$ cat src/rtl/run_controller_pkg.sv
// run_controller_pkg
//   Shared constants for the run controller slice: the sequencer state
//   encodings, the width of one program output value, and a helper that
//   tells whether a state counts as "busy" towards the host.
package run_controller_pkg;

    localparam int OUT_W = 3;

    localparam logic [2:0] ST_IDLE  = 3'd0;
    localparam logic [2:0] ST_LOAD  = 3'd1;
    localparam logic [2:0] ST_RUN   = 3'd2;
    localparam logic [2:0] ST_DRAIN = 3'd3;
    localparam logic [2:0] ST_DONE  = 3'd4;
    localparam logic [2:0] ST_ERROR = 3'd5;

    // Busy covers every state in which the controller owns the core.
    function automatic logic state_is_busy(input logic [2:0] st);
        return (st == ST_LOAD) || (st == ST_RUN) || (st == ST_DRAIN);
    endfunction

endpackage

$ cat src/rtl/run_controller_sync_fifo.sv
// sync_fifo
//   Single-clock FIFO with occupancy count and synchronous flush.
//   A push into a full FIFO is dropped (reported on 'drop') unless a pop
//   happens in the same cycle, in which case both take effect.
//   Pop while empty is ignored. The head value is held in storage, so it
//   stays stable until it is popped.
// Ports
//   clk, rst_n         clock, asynchronous active-low reset
//   flush              empty the FIFO (wins over push/pop)
//   push, push_data    write request and value
//   pop                read request (head advances)
//   pop_data           current head value
//   empty              no entries held
//   count              number of entries held (0..DEPTH)
//   drop               this cycle's push was discarded because the FIFO was full
module sync_fifo
    import run_controller_pkg::*;
#(
    parameter int WIDTH = OUT_W,
    parameter int DEPTH = 8
)(
    input  logic                       clk,
    input  logic                       rst_n,
    input  logic                       flush,
    input  logic                       push,
    input  logic [WIDTH-1:0]           push_data,
    input  logic                       pop,
    output logic [WIDTH-1:0]           pop_data,
    output logic                       empty,
    output logic [$clog2(DEPTH):0]     count,
    output logic                       drop
);

    localparam int AW = $clog2(DEPTH);
    localparam int CW = AW + 1;

    logic [WIDTH-1:0] mem_q [DEPTH];
    logic [WIDTH-1:0] mem_d [DEPTH];
    logic [AW-1:0]    wr_ptr_q, wr_ptr_d;
    logic [AW-1:0]    rd_ptr_q, rd_ptr_d;
    logic [CW-1:0]    count_q, count_d;
    logic             full;
    logic             pop_ok;
    logic             push_ok;

    assign full     = (count_q == CW'(DEPTH));
    assign empty    = (count_q == '0);
    assign count    = count_q;
    assign pop_data = mem_q[rd_ptr_q];

    // A full FIFO still accepts a push when the head leaves in the same cycle.
    assign pop_ok  = pop & ~empty;
    assign push_ok = push & (~full | pop_ok);
    assign drop    = push & ~push_ok & ~flush;

    // Pointers wrap naturally because DEPTH is a power of two.
    always_comb begin
        mem_d    = mem_q;
        wr_ptr_d = wr_ptr_q;
        rd_ptr_d = rd_ptr_q;
        count_d  = count_q;
        if (flush) begin
            wr_ptr_d = '0;
            rd_ptr_d = '0;
            count_d  = '0;
        end else begin
            if (push_ok) begin
                mem_d[wr_ptr_q] = push_data;
                wr_ptr_d        = wr_ptr_q + AW'(1);
            end
            if (pop_ok) begin
                rd_ptr_d = rd_ptr_q + AW'(1);
            end
            case ({push_ok, pop_ok})
                2'b10:   count_d = count_q + CW'(1);
                2'b01:   count_d = count_q - CW'(1);
                default: count_d = count_q;
            endcase
        end
    end

    always_ff @(posedge clk or negedge rst_n) begin
        if (!rst_n) begin
            for (int i = 0; i < DEPTH; i++) begin
                mem_q[i] <= '0;
            end
            wr_ptr_q <= '0;
            rd_ptr_q <= '0;
            count_q  <= '0;
        end else begin
            mem_q    <= mem_d;
            wr_ptr_q <= wr_ptr_d;
            rd_ptr_q <= rd_ptr_d;
            count_q  <= count_d;
        end
    end

endmodule

$ cat src/rtl/run_controller.sv
// run_controller
//   Top-level sequencer for the 3-bit computer core. Streams REG_W serial
//   beats of A/B/C initial values into the execute stage, then enables the
//   pipeline and buffers its 3-bit outputs in a FIFO for the host. A halt
//   from the execute stage drains the FIFO and reports done; a saturated
//   run-cycle counter reports error.
// Ports
//   clk, rst_n                 clock, asynchronous active-low reset
//   start, abort               host controls (abort returns to IDLE from anywhere)
//   in_valid, in_bits, in_ready  serial load beats ([0]=A, [1]=B, [2]=C, MSB first)
//   init_regs, A/B/C_lsb_opcode_*  shift enable and serial bits to the execute stage
//   core_en                    pipeline advance enable
//   core_out_valid, core_reg_out, halt_ex   execute stage results
//   out_valid, out_data, out_ready          FIFO head towards the host
//   busy, done, error, overflow, cycle_count  status
module run_controller
    import run_controller_pkg::*;
#(
    parameter int REG_W      = 48,
    parameter int FIFO_DEPTH = 8,
    parameter int TIMEOUT_W  = 16
)(
    input  logic                  clk,
    input  logic                  rst_n,
    input  logic                  start,
    input  logic                  abort,
    input  logic                  in_valid,
    input  logic [2:0]            in_bits,
    output logic                  in_ready,
    output logic                  init_regs,
    output logic                  A_lsb_opcode_0,
    output logic                  B_lsb_opcode_1,
    output logic                  C_lsb_opcode_2,
    output logic                  core_en,
    input  logic                  core_out_valid,
    input  logic [OUT_W-1:0]      core_reg_out,
    input  logic                  halt_ex,
    output logic                  out_valid,
    output logic [OUT_W-1:0]      out_data,
    input  logic                  out_ready,
    output logic                  busy,
    output logic                  done,
    output logic                  error,
    output logic                  overflow,
    output logic [TIMEOUT_W-1:0]  cycle_count
);

    localparam int BEAT_W = $clog2(REG_W);
    localparam int CNT_W  = $clog2(FIFO_DEPTH) + 1;

    logic [2:0]           state_q, state_d;
    logic [BEAT_W-1:0]    beat_cnt_q, beat_cnt_d;
    logic [TIMEOUT_W-1:0] cycle_count_q, cycle_count_d;
    logic                 overflow_q, overflow_d;

    logic                 start_ok;
    logic                 beat;
    logic                 cycle_sat;
    logic                 fifo_room;
    logic                 fifo_push;
    logic                 fifo_pop;
    logic                 fifo_flush;
    logic                 fifo_empty;
    logic                 fifo_drop;
    logic [CNT_W-1:0]     fifo_count;

    // Start is only honoured when the core is not owned by a run; abort
    // masks every handshake so nothing is accepted in the abort cycle.
    assign start_ok = start & ~abort &
                      ((state_q == ST_IDLE) || (state_q == ST_DONE) || (state_q == ST_ERROR));
    assign in_ready = (state_q == ST_LOAD) & ~abort;
    assign beat     = in_ready & in_valid;

    assign init_regs      = beat;
    assign A_lsb_opcode_0 = beat & in_bits[0];
    assign B_lsb_opcode_1 = beat & in_bits[1];
    assign C_lsb_opcode_2 = beat & in_bits[2];

    // One slot is kept free for the result already in flight when the
    // pipeline is stalled. A saturated counter also freezes the core so the
    // run stops after exactly 2**TIMEOUT_W-1 advance cycles.
    assign cycle_sat = &cycle_count_q;
    assign fifo_room = (fifo_count <= CNT_W'(FIFO_DEPTH - 2));
    assign core_en   = (state_q == ST_RUN) & ~abort & fifo_room & ~cycle_sat;

    // Results are captured whenever the core presents one, even while stalled.
    assign fifo_push  = (state_q == ST_RUN) & ~abort & core_out_valid;
    assign fifo_pop   = ~fifo_empty & out_ready & ~abort;
    assign fifo_flush = abort | start_ok;

    assign out_valid   = ~fifo_empty;
    assign busy        = state_is_busy(state_q);
    assign done        = (state_q == ST_DONE);
    assign error       = (state_q == ST_ERROR);
    assign overflow    = overflow_q;
    assign cycle_count = cycle_count_q;

    sync_fifo #(
        .WIDTH (OUT_W),
        .DEPTH (FIFO_DEPTH)
    ) u_fifo (
        .clk       (clk),
        .rst_n     (rst_n),
        .flush     (fifo_flush),
        .push      (fifo_push),
        .push_data (core_reg_out),
        .pop       (fifo_pop),
        .pop_data  (out_data),
        .empty     (fifo_empty),
        .count     (fifo_count),
        .drop      (fifo_drop)
    );

    // Sequencer: halt wins over timeout, and abort wins over everything.
    always_comb begin
        state_d       = state_q;
        beat_cnt_d    = beat_cnt_q;
        cycle_count_d = cycle_count_q;
        overflow_d    = overflow_q | fifo_drop;
        if (abort) begin
            state_d       = ST_IDLE;
            beat_cnt_d    = '0;
            cycle_count_d = '0;
            overflow_d    = 1'b0;
        end else if (start_ok) begin
            state_d       = ST_LOAD;
            beat_cnt_d    = '0;
            cycle_count_d = '0;
            overflow_d    = 1'b0;
        end else begin
            case (state_q)
                ST_LOAD: begin
                    if (beat) begin
                        if (beat_cnt_q == BEAT_W'(REG_W - 1)) begin
                            state_d    = ST_RUN;
                            beat_cnt_d = '0;
                        end else begin
                            beat_cnt_d = beat_cnt_q + BEAT_W'(1);
                        end
                    end
                end
                ST_RUN: begin
                    if (core_en) begin
                        cycle_count_d = cycle_count_q + TIMEOUT_W'(1);
                    end
                    if (halt_ex) begin
                        state_d = ST_DRAIN;
                    end else if (cycle_sat) begin
                        state_d = ST_ERROR;
                    end
                end
                ST_DRAIN: begin
                    if (fifo_empty) begin
                        state_d = ST_DONE;
                    end
                end
                ST_IDLE, ST_DONE, ST_ERROR: begin
                    state_d = state_q;
                end
                default: begin
                    state_d = ST_IDLE;
                end
            endcase
        end
    end

    always_ff @(posedge clk or negedge rst_n) begin
        if (!rst_n) begin
            state_q       <= ST_IDLE;
            beat_cnt_q    <= '0;
            cycle_count_q <= '0;
            overflow_q    <= 1'b0;
        end else begin
            state_q       <= state_d;
            beat_cnt_q    <= beat_cnt_d;
            cycle_count_q <= cycle_count_d;
            overflow_q    <= overflow_d;
        end
    end

endmodule

$ cat config.mk
export PLATFORM = sky130hd
export DESIGN_NAME = run_controller
export DESIGN_NICKNAME = d
export VERILOG_FILES = /design/src/rtl/run_controller_pkg.sv /design/src/rtl/run_controller_sync_fifo.sv /design/src/rtl/run_controller.sv
export SDC_FILE = /design/constraint.sdc
export NUM_CORES = 1
export LEC_CHECK = 0
export BUFFER_PORTS_ARGS = -buffer_cell sky130_fd_sc_hd__buf_2
export CORE_MARGIN = 2
export CORE_UTILIZATION = 55
export DETAILED_ROUTE_END_ITERATION = 8
export PLACE_DENSITY = 0.76
export SETUP_SLACK_MARGIN = 0.3
export SLEW_MARGIN = 20
export SYNTH_ARGS = -nofsm -noshare
export SYNTH_HDL_FRONTEND = slang
export SYNTH_SLANG_ARGS = --single-unit
export TNS_END_PERCENT = 20
$ cat constraint.sdc
create_clock -name clk -period 3.1 [get_ports clk]
set_input_delay 0.31 -clock clk [delete_from_list [all_inputs] [get_ports clk]]
set_output_delay 0.31 -clock clk [all_outputs]
set_load 0.02 [all_outputs]
# Word-level counts from Yosys, hierarchy flattened
# Index checks and enable logic that the tools add are counted.
# word_totals
output_inout_bits,30
reg_bits,60
inputBits,14
elab_cells,118
# op_classes
add_sub_neg,6
n_lt_le_gt_ge,4
n_bitwise,28
n_eq_ne,14
n_mux,31
n_reduce_logical,20
# ops
op,count
16-bit two-way mux,4
3-bit two-way mux,14
6-bit two-way mux,5
24-bit bitwise mux,1
1-bit AND,17
"16-bit by 1-bit adder with 16-bit output, second input constant",1
16-bit AND reduction,1
3-bit nonzero test,5
3-bit case mux with 4 select lines,1
3-bit binary-select mux with 3-bit select,1
3-bit demux with 3-bit select,1
"4-bit >= comparator, second input constant",2
"4-bit by 3-bit inequality test with 1-bit output, second input constant",2
3-bit NOT with 4-bit output,2
4-bit case mux with 2 select lines,1
"3-bit by 1-bit adder with 3-bit output, second input constant",2
"6-bit by 1-bit adder with 6-bit output, second input constant",1
"3-bit by 2-bit equality test with 1-bit output, second input constant",2
"3-bit equality test, second input constant",2
"6-bit equality test, second input constant",1
1-bit NOT,6
2-bit AND reduction,3
"5-bit inequality test, second input constant",1
5-bit AND reduction,1
19 further kinds,26

# Depth between registers and ports, before layout
# depth
ltp_word,13
ltp_mapped,9
depth_no_buf,8

# Hierarchy
# Synthesis repeated with hierarchy kept, for this count alone.
# unflattened
hier_cells,303
hier_area_um2,3314.4
# modules_own_cells
mod,cells_each,seq_area_each_um2,area_each_um2,n_inst
sync_fifo,131,850.8,1779.2,1
run_controller,172,650.6,1535.2,1

# Worst setup path before layout
# No wires, ideal clock.
# synth_path
path_kind,register to register
start,reg state_q[2]
end,reg u_fifo.count_q[3] (netlist: u_fifo.count[3])
setup_time_ns,0.079
setup_slack_ns,0.655
t_required_ns,3.021
arrival_ns,2.366
n_path_buf,2
stages_incl_launch_ff,9
synth_period_minus_slack_ns,2.445
cell_sequence,dfrtp_1 > buf_6 > or4b_1 > buf_2 > o211a_1 > ha_1 > a31o_2 > a32oi_1 > mux2i_1
# synth_between
elab_chain_cells,7
word_cells_on_any_way,16
classes_between,5 x eq/ne; 2 x mux; 5 x bitwise; 4 x reduce/logical
# synth_lines
element,line_no,text
"start, declared",run_controller.sv:51,"logic [2:0] state_q, state_d;"
"start signal, assigned",run_controller.sv:174,state_q <= state_d;
3-bit by 2-bit equality test with 1-bit output,run_controller.sv:87,assign fifo_push = (state_q == ST_RUN) & ~abort & core_out_valid;
1-bit AND (2 in a row),run_controller.sv:87,
1-bit AND,run_controller_sync_fifo.sv:53,assign push_ok = push & (~full | pop_ok);
2-bit by 1-bit equality test with 1-bit output / 2-bit equality test (equally long branches),run_controller_sync_fifo.sv:74,"case ({push_ok, pop_ok})"
4-bit case mux with 2 select lines,run_controller_sync_fifo.sv:74,
4-bit two-way mux,run_controller_sync_fifo.sv:62,if (flush) begin
"end signal, assigned",run_controller_sync_fifo.sv:94,count_q <= count_d;
"end, declared",run_controller_sync_fifo.sv:41,"logic [CW-1:0] count_q, count_d;"
# Several ways; a longest one is shown, not always the timed one.
# A chain may end at the register's enable or synchronous reset.

# Final worst setup path
# Same ends and word-level chain as after synthesis.

==> summary.md <==
| Metric | Value |
|---|---|
| Mean post-synth cell area | 10.48 µm² |
| Largest net degree at the start of global routing | 28 |
| Critical path class | flop to flop |
| Die Wd | 83.07 µm |
| Worst VDD drop | 0.2479 mV |
| Reg2reg end | u_fifo.count[3]$_DFFE_PN0P_ |
| First-pass GRT wire length | 12440 µm |
| Vias in the first global route | 2618 |
| CP arrival | 2.93 ns |
| Number of port buffers | 43 |
| Static leakage | 0.001844 µW |
| Tmin final | 2.669 ns |
| Dpl cells | 438 |
| Synth Instances | 328 |
| Synth Cell Area | 0.003438 mm² |
| Gr ovfl total | 0 |
| Clock slew at reported path FFs | 0.07 ns |
| Yosys warns | 0 |
| Site row count | 28 |
| Hold Violations, Final | 0 |
| Cell Pwr Density | 379.9 mW/mm² |
| Setup-failing EPs final | 0 |
| Post-place setup slack | 0.4696 ns |
| Area Overhead vs Synth | 14.16% |
| Wire per inst | 15.64 µm |
| Worst R2R Path Depth | 6 |
| Routed vias/inst | 5.963 |
| Crit share post-route | 86.09% |
| Drt initial violations | 211 |
| Synthesized Nets | 348 |
| Worst Setup Slack, final | 0.4312 ns |
| Max Cap Viol | 0 |
| Antenna cells | 0 |
| Crit path from | state_q[2]$_DFFE_PN0P_ |
| Worst-skew pair later-pin latency | 0.33 ns |
| Seq/Total Area, Yosys | 43.67% |
| Post-Route Skew | 0.01130 ns |
| Worst Path Required | 3.36 ns |
| DIE AREA | 0.006900 mm² |
| Post-DP HPWL | 5077 µm |
| Drt first pass iters | 4 |
| Via count of the routed design | 2713 |
| Initial Util | 57.39% |
| Root Driver | clkbuf_8 |
| Worst hold margin | 0.2906 ns |
| Setup crit start kind | flop |
| Cts bufs inserted | 9 |
| CTS tree | built |
| Number of flops mapped to enable cells by yosys | 0 |
| Slew margin rel. | 52.48% |
| FF+latch count, synth | 60 |
| Reg-to-reg slack, setup | 0.43 ns |
| Unrepaired setup endpoints after global routing | false |
| Total number of H-tree levels | 3 |
| Final Non-Filler Cells | 455 |
| Worst-path maximum fanout | 9 |
| Initial antenna violation count | 0 |
| RR Startpoint | state_q[2]$_DFFE_PN0P_ |
| Post CTS Setup Buffer Count | 0 |
| CTS max path bufs | 2 |
| Run status | completed |
| Share of cells above drive strength 1 | 27.11% |
| Max Slew Vio Count | 0 |
| Worst hold path type | input pin to flop |
| Post-CTS sizing | 0 |
| Placer Congestion | 0.8536 |
| Primary flip-flop cell chosen by synthesis mapping | dfrtp_1 |
| Peak Freq | 0.3747 GHz |
| Tot GR Track Use | 22.01% |
| Sink Count | 60 |
| Total core area | 0.005991 mm² |
| Post-synthesis async set-or-reset flop share | 100.0% |
| Antenna Nets Post-Route | 0 |
| Worst Setup End Kind | flop |
| Cts hold-fix bufs | 1 |
| Final WL | 7117 µm |
| Chip height | 83.07 µm |
| Fin Setup TNS | 0 ns |
| CP endpoint | u_fifo.count[3]$_DFFE_PN0P_ |
| Worst-Margin Slew | 0.7128 ns |
| DRC viols | 0 |
| Netlist cell types | 53 |
| Nets | 395 |
| Ports | 44 |
| Hold path cells | 2 |
-- power by group --
part / internal [µW] / total, µW / switching, µW
clock: 293 / 610 / 317
combinational: 28.0 / 91.6 / 63.6
sequential: 785 / 789 / 4.50
-- sequential cells by signal, summed over array words and instances (netlist names) --
register	count
u_fifo.mem_q	24
cycle_count	16
beat_cnt_q	6
u_fifo.count	4
state_q	3
u_fifo.rd_ptr_q	3
u_fifo.wr_ptr_q	3
overflow	1
-- worst max-delay path: stages, from the launching register on --
cell and delay (ns):
dfrtp_1 0.47, or4b_1 0.71, o211a_1 0.33, ha_1 0.37, a31o_2 0.28, a32oi_1 0.23, mux2i_1 0.20
-- synth_stat cells (all sizes together), types with 3 or more instances --
cell type	number	area share [%]
dfrtp	60	44
nand2	32	3.5
mux2	27	8.8
mux2i	18	5.2
nand3	15	2.2
inv	13	1.4
a21oi	12	1.7
nor2	11	1.2
clkbuf	10	1.1
nand4	10	1.8
nor3	10	1.5
nand2b	9	1.6
nor4	9	1.8
o21ai	7	1.0
or4	7	1.6
ha	6	2.2
mux4	6	3.9
a211oi	5	1.4
and3	5	0.91
buf	5	0.80
o31ai	5	1.1
xor2	5	1.3
and2	4	0.73
nor2b	4	0.73
a21o	3	0.65
and4	3	0.76
-- how the worst min path moves through the flow --
stage / from / endpoint / slack, ns
after global routing: halt_ex / state_q[1]$_DFFE_PN0P_ / 0.30
final: core_reg_out[2] / u_fifo.mem_q[23]$_DFFE_PN0P_ / 0.29
after global placement: rst_n / u_fifo.mem_q[22]$_DFFE_PN0P_ / 0.24
after detailed placement: rst_n / u_fifo.mem_q[22]$_DFFE_PN0P_ / 0.25
after floorplan: rst_n / beat_cnt_q[0]$_DFFE_PN0P_ / 0.01
after CTS: core_reg_out[2] / u_fifo.mem_q[23]$_DFFE_PN0P_ / 0.28
-- stage by stage --
stage	utilization (%)	power [µW]	instance area, µm²
2_1_floorplan	-	848.9	3438
3_3_place_gp	62.51	893.9	3745
3_5_place_dp	62.51	895.4	3745
4_1_cts	65.52	1502	3925
5_1_grt	65.52	1557	3925
6_report	65.52	1491	3925
-- cells by family after synthesis --
group / share of synthesized area (%)
adder cells (fa/ha/maj): 2.183
XOR/XNOR: 1.274
AND/OR/NAND/NOR: 20.96
buffers and inverters: 3.312
flip-flops: 43.67
AO/OA/AOI/OAI: 10.59
multiplexers: 18.01
-- layout make-up --
cell class	count	area, µm²
repair buffers	51	277.8
clock buffers	11	131.4
fillers	472	2066
flip-flops and latches	60	1501
inverters	13	48.80
multi-input cells	240	1833
clock inverters	5	38.79
well taps	75	93.84
-- cell usage in the layout, fill, tap and decap left out, drive strengths merged, types with 11 or more instances in the layout --
cell,synthesis,final
a21oi,12,12
nand2,32,32
buf,5,50
nor2,11,11
clkbuf,10,11
mux2,27,27
dfrtp,60,60
mux2i,18,18
nand3,15,15
inv,13,13
-- per-layer routing --
| layer | vias up | routed length (µm) | track usage [%] |
|---|---|---|---|
| met5 | - | 0 | 0 |
| met4 | 0 | 41 | 6.855 |
| met3 | 4 | 301 | 5.070 |
| met2 | 59 | 3375 | 33.87 |
| met1 | 1315 | 3399 | 31.17 |
| li1 | 1335 | - | - |
(Power assumes the default switching activity.)
